File: config.mk
export PLATFORM = sky130hd
export DESIGN_NAME = uart_rx_frame_check
export DESIGN_NICKNAME = d
export VERILOG_FILES = /design/src/rtl/uart_rx_frame_check.sv
export SDC_FILE = /design/constraint.sdc
export NUM_CORES = 1
export LEC_CHECK = 0
export BUFFER_PORTS_ARGS = -buffer_cell sky130_fd_sc_hd__buf_2
export CELL_PAD_IN_SITES_DETAIL_PLACEMENT = 1
export CELL_PAD_IN_SITES_GLOBAL_PLACEMENT = 1
export CORE_UTILIZATION = 40
export DETAILED_ROUTE_END_ITERATION = 8
export GPL_TIMING_DRIVEN = 0
export HOLD_SLACK_MARGIN = 0.12
export MAX_ROUTING_LAYER = met4
export PLACE_DENSITY_LB_ADDON = 0.08
export RECOVER_POWER = 50
export SYNTH_ARGS = -nofsm -noshare
export SYNTH_HDL_FRONTEND = slang
export SYNTH_SLANG_ARGS = --single-unit
File: constraint.sdc
create_clock -name clk_i -period 2.31 [get_ports clk_i]
set_input_delay 0.231 -clock clk_i [delete_from_list [all_inputs] [get_ports clk_i]]
set_output_delay 0.231 -clock clk_i [all_outputs]
set_load 0.03 [all_outputs]
File: src/rtl/uart_rx_frame_check.sv
// UART RX frame checker: takes sampled bits after start detection, rebuilds the data
// word LSB first, checks parity and stop bits, and keeps saturating error counters.
//
// state  | meaning
// -------+----------------------------------------------------------
// IDLE   | waiting for frame_start; frame configuration tracks inputs
// DATA   | shifting in DATA_WIDTH data bits, accumulating parity
// PARITY | comparing the parity bit against the expected value
// STOP1  | checking the first stop bit
// STOP2  | checking the second stop bit (two-stop frames only)
module uart_rx_frame_check #(
    parameter int DATA_WIDTH = 8,
    parameter int CNT_WIDTH  = 8
) (
    input  logic                  clk_i,
    input  logic                  rst_i,
    input  logic                  frame_start_i,
    input  logic                  bit_valid_i,
    input  logic                  sampled_bit_i,
    input  logic                  par_en_i,
    input  logic [1:0]            par_mode_i,
    input  logic                  stop_two_i,
    input  logic                  err_clr_i,
    output logic [DATA_WIDTH-1:0] p_out_o,
    output logic                  frame_done_o,
    output logic                  data_valid_o,
    output logic                  par_err_o,
    output logic                  stop_err_o,
    output logic                  busy_o,
    output logic [CNT_WIDTH-1:0]  par_err_cnt_o,
    output logic [CNT_WIDTH-1:0]  stop_err_cnt_o
);

    localparam int BCW = $clog2(DATA_WIDTH + 1);
    localparam logic [CNT_WIDTH-1:0] CNT_MAX = '1;

    typedef enum logic [2:0] {
        IDLE   = 3'd0,
        DATA   = 3'd1,
        PARITY = 3'd2,
        STOP1  = 3'd3,
        STOP2  = 3'd4
    } state_t;

    state_t                state_q, state_d;
    logic [BCW-1:0]        bit_cnt_q, bit_cnt_d;
    logic                  par_acc_q, par_acc_d;
    logic [DATA_WIDTH-1:0] shift_q, shift_d;
    logic                  par_err_int_q, par_err_int_d;
    logic                  stop_err_int_q, stop_err_int_d;
    logic                  par_en_q, par_en_d;
    logic [1:0]            par_mode_q, par_mode_d;
    logic                  stop_two_q, stop_two_d;
    logic [DATA_WIDTH-1:0] p_out_q, p_out_d;
    logic                  par_err_q, par_err_d;
    logic                  stop_err_q, stop_err_d;
    logic                  frame_done_q, frame_done_d;
    logic                  data_valid_q, data_valid_d;
    logic [CNT_WIDTH-1:0]  par_cnt_q, par_cnt_d;
    logic [CNT_WIDTH-1:0]  stop_cnt_q, stop_cnt_d;
    logic                  finish;
    logic                  par_exp;

    // Expected parity bit for the latched parity mode
    always_comb begin
        par_exp = 1'b0;
        case (par_mode_q)
            2'b00:   par_exp = par_acc_q;
            2'b01:   par_exp = ~par_acc_q;
            2'b10:   par_exp = 1'b1;
            default: par_exp = 1'b0;
        endcase
    end

    // Next-state logic: frame sequencing, shifting, parity and stop checks
    always_comb begin
        state_d        = state_q;
        bit_cnt_d      = bit_cnt_q;
        par_acc_d      = par_acc_q;
        shift_d        = shift_q;
        par_err_int_d  = par_err_int_q;
        stop_err_int_d = stop_err_int_q;
        par_en_d       = par_en_q;
        par_mode_d     = par_mode_q;
        stop_two_d     = stop_two_q;
        finish         = 1'b0;

        if (state_q == IDLE) begin
            bit_cnt_d      = '0;
            par_acc_d      = 1'b0;
            par_err_int_d  = 1'b0;
            stop_err_int_d = 1'b0;
            par_en_d       = par_en_i;
            par_mode_d     = par_mode_i;
            stop_two_d     = stop_two_i;
            if (frame_start_i) begin
                state_d = DATA;
            end
        end else if (frame_start_i) begin
            // Resync: drop the partial frame silently and restart data capture
            state_d        = DATA;
            bit_cnt_d      = '0;
            par_acc_d      = 1'b0;
            par_err_int_d  = 1'b0;
            stop_err_int_d = 1'b0;
        end else if (bit_valid_i) begin
            case (state_q)
                DATA: begin
                    shift_d   = {sampled_bit_i, shift_q[DATA_WIDTH-1:1]};
                    par_acc_d = par_acc_q ^ sampled_bit_i;
                    bit_cnt_d = bit_cnt_q + BCW'(1);
                    if (bit_cnt_q == BCW'(DATA_WIDTH - 1)) begin
                        state_d = par_en_q ? PARITY : STOP1;
                    end
                end
                PARITY: begin
                    par_err_int_d = (sampled_bit_i != par_exp);
                    state_d       = STOP1;
                end
                STOP1: begin
                    if (!sampled_bit_i) begin
                        stop_err_int_d = 1'b1;
                    end
                    if (stop_two_q) begin
                        state_d = STOP2;
                    end else begin
                        state_d = IDLE;
                        finish  = 1'b1;
                    end
                end
                STOP2: begin
                    if (!sampled_bit_i) begin
                        stop_err_int_d = 1'b1;
                    end
                    state_d = IDLE;
                    finish  = 1'b1;
                end
                default: state_d = IDLE;
            endcase
        end
    end

    // Reported status and saturating counters; the clear wins over a stale count
    // but never swallows an increment arriving in the same cycle
    always_comb begin
        p_out_d      = p_out_q;
        par_err_d    = par_err_q;
        stop_err_d   = stop_err_q;
        frame_done_d = finish;
        data_valid_d = finish & ~par_err_int_d & ~stop_err_int_d;
        par_cnt_d    = par_cnt_q;
        stop_cnt_d   = stop_cnt_q;
        if (finish) begin
            p_out_d    = shift_q;
            par_err_d  = par_err_int_d;
            stop_err_d = stop_err_int_d;
        end
        if (err_clr_i) begin
            par_cnt_d  = (finish && par_err_int_d)  ? CNT_WIDTH'(1) : '0;
            stop_cnt_d = (finish && stop_err_int_d) ? CNT_WIDTH'(1) : '0;
        end else begin
            if (finish && par_err_int_d && par_cnt_q != CNT_MAX) begin
                par_cnt_d = par_cnt_q + CNT_WIDTH'(1);
            end
            if (finish && stop_err_int_d && stop_cnt_q != CNT_MAX) begin
                stop_cnt_d = stop_cnt_q + CNT_WIDTH'(1);
            end
        end
    end

    // State and output registers
    always_ff @(posedge clk_i) begin
        if (rst_i) begin
            state_q        <= IDLE;
            bit_cnt_q      <= '0;
            par_acc_q      <= 1'b0;
            shift_q        <= '0;
            par_err_int_q  <= 1'b0;
            stop_err_int_q <= 1'b0;
            par_en_q       <= 1'b0;
            par_mode_q     <= 2'b00;
            stop_two_q     <= 1'b0;
            p_out_q        <= '0;
            par_err_q      <= 1'b0;
            stop_err_q     <= 1'b0;
            frame_done_q   <= 1'b0;
            data_valid_q   <= 1'b0;
            par_cnt_q      <= '0;
            stop_cnt_q     <= '0;
        end else begin
            state_q        <= state_d;
            bit_cnt_q      <= bit_cnt_d;
            par_acc_q      <= par_acc_d;
            shift_q        <= shift_d;
            par_err_int_q  <= par_err_int_d;
            stop_err_int_q <= stop_err_int_d;
            par_en_q       <= par_en_d;
            par_mode_q     <= par_mode_d;
            stop_two_q     <= stop_two_d;
            p_out_q        <= p_out_d;
            par_err_q      <= par_err_d;
            stop_err_q     <= stop_err_d;
            frame_done_q   <= frame_done_d;
            data_valid_q   <= data_valid_d;
            par_cnt_q      <= par_cnt_d;
            stop_cnt_q     <= stop_cnt_d;
        end
    end

    assign p_out_o        = p_out_q;
    assign frame_done_o   = frame_done_q;
    assign data_valid_o   = data_valid_q;
    assign par_err_o      = par_err_q;
    assign stop_err_o     = stop_err_q;
    assign busy_o         = (state_q != IDLE);
    assign par_err_cnt_o  = par_cnt_q;
    assign stop_err_cnt_o = stop_cnt_q;

endmodule

# Yosys cells after proc, flatten, opt, wreduce, memory -nomap -nowiden
# Cells that the tools add are included.
[totals] elab_cells=83 input_bits=10 regBits=50 out_inout_bits=29
[op_classes] addsub=3 n_reduce_logical=15 eq_ne=12 bitwise_logic=8 mux=29
[op_table] cell="8-bit two-way mux" count=4
[op_table] cell="3-bit two-way mux" count=6
[op_table] cell="8-bit by 1-bit adder with 8-bit output, second input constant" count=2
[op_table] cell="1-bit two-way mux" count=16
[op_table] cell="8-bit != test, second input constant" count=2
[op_table] cell="3-bit one-hot mux with 3 select lines" count=1
[op_table] cell="3-bit by 2-bit == test with 1-bit output, second input constant" count=2
[op_table] cell="2-bit nonzero test" count=3
[op_table] cell="1-bit inverter" count=5
[op_table] cell="4-bit by 1-bit adder with 4-bit output, second input constant" count=1
[op_table] cell="4-bit by 3-bit == test with 1-bit output, second input constant" count=1
[op_table] cell="1-bit logical AND" count=4
[op_table] cell="4-bit AND reduction" count=1
[op_table] cell="3-bit by 1-bit == test with 1-bit output, second input constant" count=1
[op_table] cell="3-bit == test, second input constant" count=1
[op_table] cell="3-bit logical NOT" count=1
[op_table] cell="3-bit != test, second input constant" count=1
[op_table] cell="1-bit one-hot mux with 3 select lines" count=1
[op_table] cell="3-bit AND reduction" count=1
[op_table] cell="3-bit nonzero test" count=1
[op_table] cell="3-bit OR reduction" count=1
[op_table] cell="1-bit bitwise AND" count=2
[op_table] cell="2-bit by 1-bit == test with 1-bit output, second input constant" count=1
[op_table] cell="2-bit == test, second input constant" count=1
[op_table] cell="7 further kinds" count=7

# Longest topological paths before layout
[depth] word_depth=11 mapped_depth=7 mapped_depth_nobuf=6

# Least setup slack after synthesis
# No wires, ideal clock.
[synth_timing] kind="reg2reg" startpoint="register par_cnt_q[0], in the netlist par_err_cnt_o[0]" endpoint="register par_cnt_q[2], in the netlist par_err_cnt_o[2]" t_arrival_ns=1.705 path_buffers=1 stages_incl_launch_ff=7 setup_slack_ns=0.545 synth_period_minus_slack_ns=1.765 t_required_ns=2.250 setup_time_ns=0.060 path_cell_list="dfxtp_1 -> ha_1 -> clkbuf_1 -> nand3_1 -> or2_2 -> a311oi_1 -> a41o_1"
[synth_between] elab_chain_cells=3 elab_cells_between_ends=6 cone_classes="add/sub (1); eq/ne (1); mux (2); reduce/logical (2)"
[synth_rtl] element="from (decl)" line="59" rtl="logic [CNT_WIDTH-1:0] par_cnt_q, par_cnt_d;"
[synth_rtl] element="from (signal assigned)" line="205" rtl="par_cnt_q <= par_cnt_d;"
[synth_rtl] element="8-bit by 1-bit adder with 8-bit output / 8-bit != test (equally long branches)" line="163, 162"
[synth_rtl] element="8-bit two-way mux / 1-bit logical AND (equally long branches)" line="162" rtl="if (finish && par_err_int_d && par_cnt_q != CNT_MAX) begin"
[synth_rtl] element="8-bit two-way mux / 2-bit nonzero test (equally long branches)"
# Several ways; a longest one is shown, not always the timed one. The select of a mux whose other input is x is not followed.
# A chain may end at the register's enable or synchronous reset.

# Worst setup path after layout
[layout_timing] startpoint="register state_q[1]" endpoint="register p_out_q[2], in the netlist p_out_o[2]"
[layout_between] elab_chain_cells=5 elab_cells_between_ends=7 cone_classes="eq/ne (2); mux (4); reduce/logical (1)"
[layout_rtl] element="from (decl)" line="45" rtl="state_t state_q, state_d;"
[layout_rtl] element="from (signal assigned)" line="191" rtl="state_q <= state_d;"
[layout_rtl] element="3-bit == test / 3-bit by 2-bit == test with 1-bit output (equally long branches)" line="107" rtl="case (state_q)"
[layout_rtl] element="1-bit one-hot mux with 2 select lines" line="107"
[layout_rtl] element="1-bit two-way mux" line="106" rtl="end else if (bit_valid_i) begin"
[layout_rtl] element="1-bit two-way mux" line="99" rtl="end else if (frame_start_i) begin"
[layout_rtl] element="1-bit two-way mux (*)" line="88" rtl="if (state_q == IDLE) begin"
[layout_rtl] element="to (signal assigned)" line="200" rtl="p_out_q <= p_out_d;"
[layout_rtl] element="to (decl)" line="54" rtl="logic [DATA_WIDTH-1:0] p_out_q, p_out_d;"
# Mark *: on every way between the ends. The rest lies on a longest branch, timed or not.

==> metrics.md <==
| Metric | Value |
|---|---|
| Slew HR | `0.536` |
| Clk slew on worst S/H paths | `~0.10 ns` |
| Initial antenna violation count | `0` |
| # rows | `26` |
| Post-CTS Hold Buffers | `0` |
| Cells after Synth | `~250` |
| Final Cycle Share | `0.880` |
| Switching fraction of total power | `0.250` |
| Routed vias/inst | `~5.3` |
| Area grow syn2layout | `14.9%` |
| Slowest stage delay, CP | `approximately 0.53 ns` |
| Final hold viol count | `0` |
| TritonCTS clock tree | `yes` |
| Die Y | `approximately 77 microns` |
| Clock buffer depth | `2` |
| Post-Syn Nets | `roughly 260` |
| Outcome | `completed` |
| Count of final max-slew check failures | `0` |
| Vias in the first global route | `1906` |
| Clock network power share | `0.355` |
| Final GP Congestion | `roughly 0.75` |
| Final Setup Violations | `0` |
| Leakage power total | `0.940 nW` |
| Mapped Area | `between 0.002 and 0.0025 sq mm` |
| Int Pwr | `0.00112 W` |
| R2R setup slack | `between 0.2 and 0.3 ns` |
| Worst skew pair latency | `around 0.30 ns` |
| Tmin final | `between 2 and 2.5 ns` |
| Sequential share of the synthesized area | `0.444` |
| Routed Antenna Nets | `0` |
| Die area | `between 0.005 and 0.006 sq mm` |
| Total Power | `0.00149 W` |
| YS warnings | `0` |
| Comb power frac | `0.060` |
| CP endpoint kind | `flop` |
| Post-CTS setup buffers | `0` |
| N_diodes | `0` |
| CP Class | `reg -> reg` |
| IO Count | `39` |
| Core area | `between 0.005 and 0.006 sq mm` |
| Worst Hold Slack | `between 0.15 and 0.2 ns` |
| Least-Margin Pin Slew | `0.692 ns` |
| Port Buffers | `38` |
| Crit path cell chain | `buf_4 -> and4bb_2 -> o21ai_2 -> clkbuf_1 -> mux2i_1 -> nor2_1` |
| Crit path max fanout | `10` |
| Share of power burned in registers | `0.584` |
| Max Cap Viol | `0` |
| DR vias | `roughly 1.9k` |
| First drt pass iteration count | `4` |
| Share of cells above drive strength 1 | `0.103` |
| Area after DPL | `approximately 0.0025 sq mm` |
| Die width | `a little under 80 microns` |
| Pwr dens | `577 mW/mm^2` |
| Clock Skews | `0.00850 ns` |
| Hold Crit Class | `in -> reg` |
| CP Data Arrival Time | `2.22 ns` |
| Synth unique cells | `between 40 and 50` |
| Setup_tns | `0 ns` |
| NetSw | `0.000373 W` |
| Drt drc | `0` |
| Startpoint types | `flop` |
| Peak VDD IR | `about 0.43 mV` |
| Final WL | `slightly above 5000 microns` |
| Slowest-stage cell, CP | `clkbuf_1` |
| CP Buf/Inv Count | `2` |
| Quantity of gates resized following cts | `0` |
| Per-cell routed wire length | `13.9 microns` |
| Final Net Count | `about 300` |
| GR Overflow Total | `0` |
| Peak Freq | `0.492 GHz` |
| Total GRT Usage | `0.188` |
| Global-route wire length before repair | `just under 9000 microns` |
| CTS Sinks | `50` |
| Critical path's top delay family | `buffers and inverters` |
| Initial DRC count | `57` |
| Dpl hpwl | `3680 microns` |
| Required time of the worst setup path | `2.50 ns` |
| Pin count of the biggest net entering global routing | `18` |
| Num CTS Buffers | `5` |
| CTS Root Cell | `clkbuf_8` |
| Initial Utilization | `0.428` |
| RSZ-0062 raised after global routing | `false` |
| Final Cell Area | `about 0.0026 sq mm` |
| H-Tree Depth | `2` |
| Syn_area_per_cell | `about 9 sq um` |
| Seq cells post-synth | `50` |
[registers in the layout (all words and copies together) (netlist names)]
signal	cells
p_out_o	8
par_err_cnt_o	8
shift_q	8
stop_err_cnt_o	8
bit_cnt_q	4
state_q	3
par_mode_q	2
data_valid_o	1
frame_done_o	1
par_acc_q	1
par_en_q	1
par_err_int_q	1
par_err_o	1
stop_err_int_q	1
stop_err_o	1
stop_two_q	1
[routing by layer]
metal | part of all wire | routed length, microns | vias to the layer above | GRT usage
met5 | 0 | 0 | - | -
met4 | 0.0052 | 26 | 0 | 0.0491
met3 | 0.037 | 188 | 2 | 0.0381
met2 | 0.48 | 2410 | 35 | 0.320
met1 | 0.48 | 2420 | 920 | 0.226
li1 | - | - | 971 | -
[cell usage after synthesis (all sizes together)]
cell / n / area share
a211o: 2 / 0.0078
a211oi: 2 / 0.0067
a21o: 2 / 0.0067
a21oi: 16 / 0.036
a221oi: 1 / 0.0039
a311oi: 1 / 0.0039
a31oi: 1 / 0.0028
a41o: 1 / 0.0044
a41oi: 1 / 0.0039
and2: 1 / 0.0028
and3: 3 / 0.0083
and3b: 2 / 0.0078
and4: 2 / 0.0078
and4bb: 1 / 0.0056
buf: 7 / 0.024
clkbuf: 5 / 0.0083
dfxtp: 50 / 0.44
ha: 3 / 0.017
inv: 6 / 0.010
mux2i: 22 / 0.098
nand2: 9 / 0.015
nand2b: 1 / 0.0028
nand3: 5 / 0.011
nand4: 7 / 0.019
nand4b: 2 / 0.0078
nor2: 38 / 0.063
nor2b: 4 / 0.011
nor3: 7 / 0.018
nor3b: 3 / 0.015
nor4: 1 / 0.0094
nor4b: 3 / 0.012
o211ai: 1 / 0.0033
o21ai: 15 / 0.035
o22ai: 1 / 0.0028
o311ai: 1 / 0.0039
o31ai: 1 / 0.0033
o41ai: 1 / 0.0039
or2: 2 / 0.0056
or3: 8 / 0.022
xnor2: 4 / 0.016
xor2: 3 / 0.012
[worst reg2reg max path, stage by stage, from the launching register on]
cell,delay (ns)
dfxtp_1,0.31
buf_4,0.17
and4bb_2,0.26
o21ai_2,0.33
clkbuf_1,0.54
mux2i_1,0.27
nor2_1,0.05
[cells in the final DEF, fill, tap and decap left out, types with 7 or more instances in the layout]
cell | Yosys | final
mux2i_1 | 22 | 22
nand2_1 | 9 | 9
nand4_1 | 7 | 7
or3_1 | 8 | 8
nor2_1 | 38 | 38
dfxtp_1 | 50 | 50
buf_2 | 1 | 10
clkbuf_1 | 5 | 34
a21oi_1 | 16 | 16
o21ai_0 | 13 | 13
[cells by family after synthesis]
group                      synth area share
and+or+nand+nor                       0.244
DFF                                   0.444
AOI/OAI and AO/OA                     0.128
muxes                                0.0977
buffers and inverters                0.0422
xor gates and xnor gates             0.0272
adders and majority gates            0.0167
[worst paths after layout]
check	from	end	cells after the start
hold / removal	par_mode_i[0]	par_mode_q[0]$_SDFFE_PP0P_	3
hold reg to reg	stop_err_o$_SDFFE_PP0P_	stop_err_o$_SDFFE_PP0P_	2
setup reg to reg	state_q[1]$_SDFFE_PP0P_	p_out_o[2]$_SDFFE_PP0P_	6
setup / recovery	state_q[1]$_SDFFE_PP0P_	p_out_o[2]$_SDFFE_PP0P_	6
[through the flow]
step,std cells,worst slack (ns),util
6_report,362,0.278,0.491
4_1_cts,362,0.361,0.498
2_1_floorplan,246,0.545,-
3_3_place_gp,354,0.384,0.480
3_5_place_dp,354,0.362,0.480
5_1_grt,362,0.113,0.491
[cell type report]
| type | instances | area (sq um) |
|---|---|---|
| tap | 70 | 87.6 |
| inverter | 6 | 22.5 |
| multi-input combinational | 178 | 1160 |
| timing repair buffer | 38 | 155 |
| sequential | 50 | 1000 |
| clock buffer | 5 | 68.8 |
| fill | 683 | 2680 |
| buffer | 12 | 71.3 |
| clock inverter | 3 | 25.0 |
[power by group through the flow]
| stage | logic [W] | registers, W | clock network [W] |
|---|---|---|---|
| after floorplan | 0.0000610 | 0.000892 | 0 |
| after global placement | 0.0000904 | 0.000893 | 0 |
| after detailed placement | 0.0000915 | 0.000893 | 0 |
| after CTS | 0.0000923 | 0.000873 | 0.000552 |
| after global routing | 0.000101 | 0.000874 | 0.000595 |
| final | 0.0000904 | 0.000873 | 0.000531 |
Power figures use the tool's default switching activity.
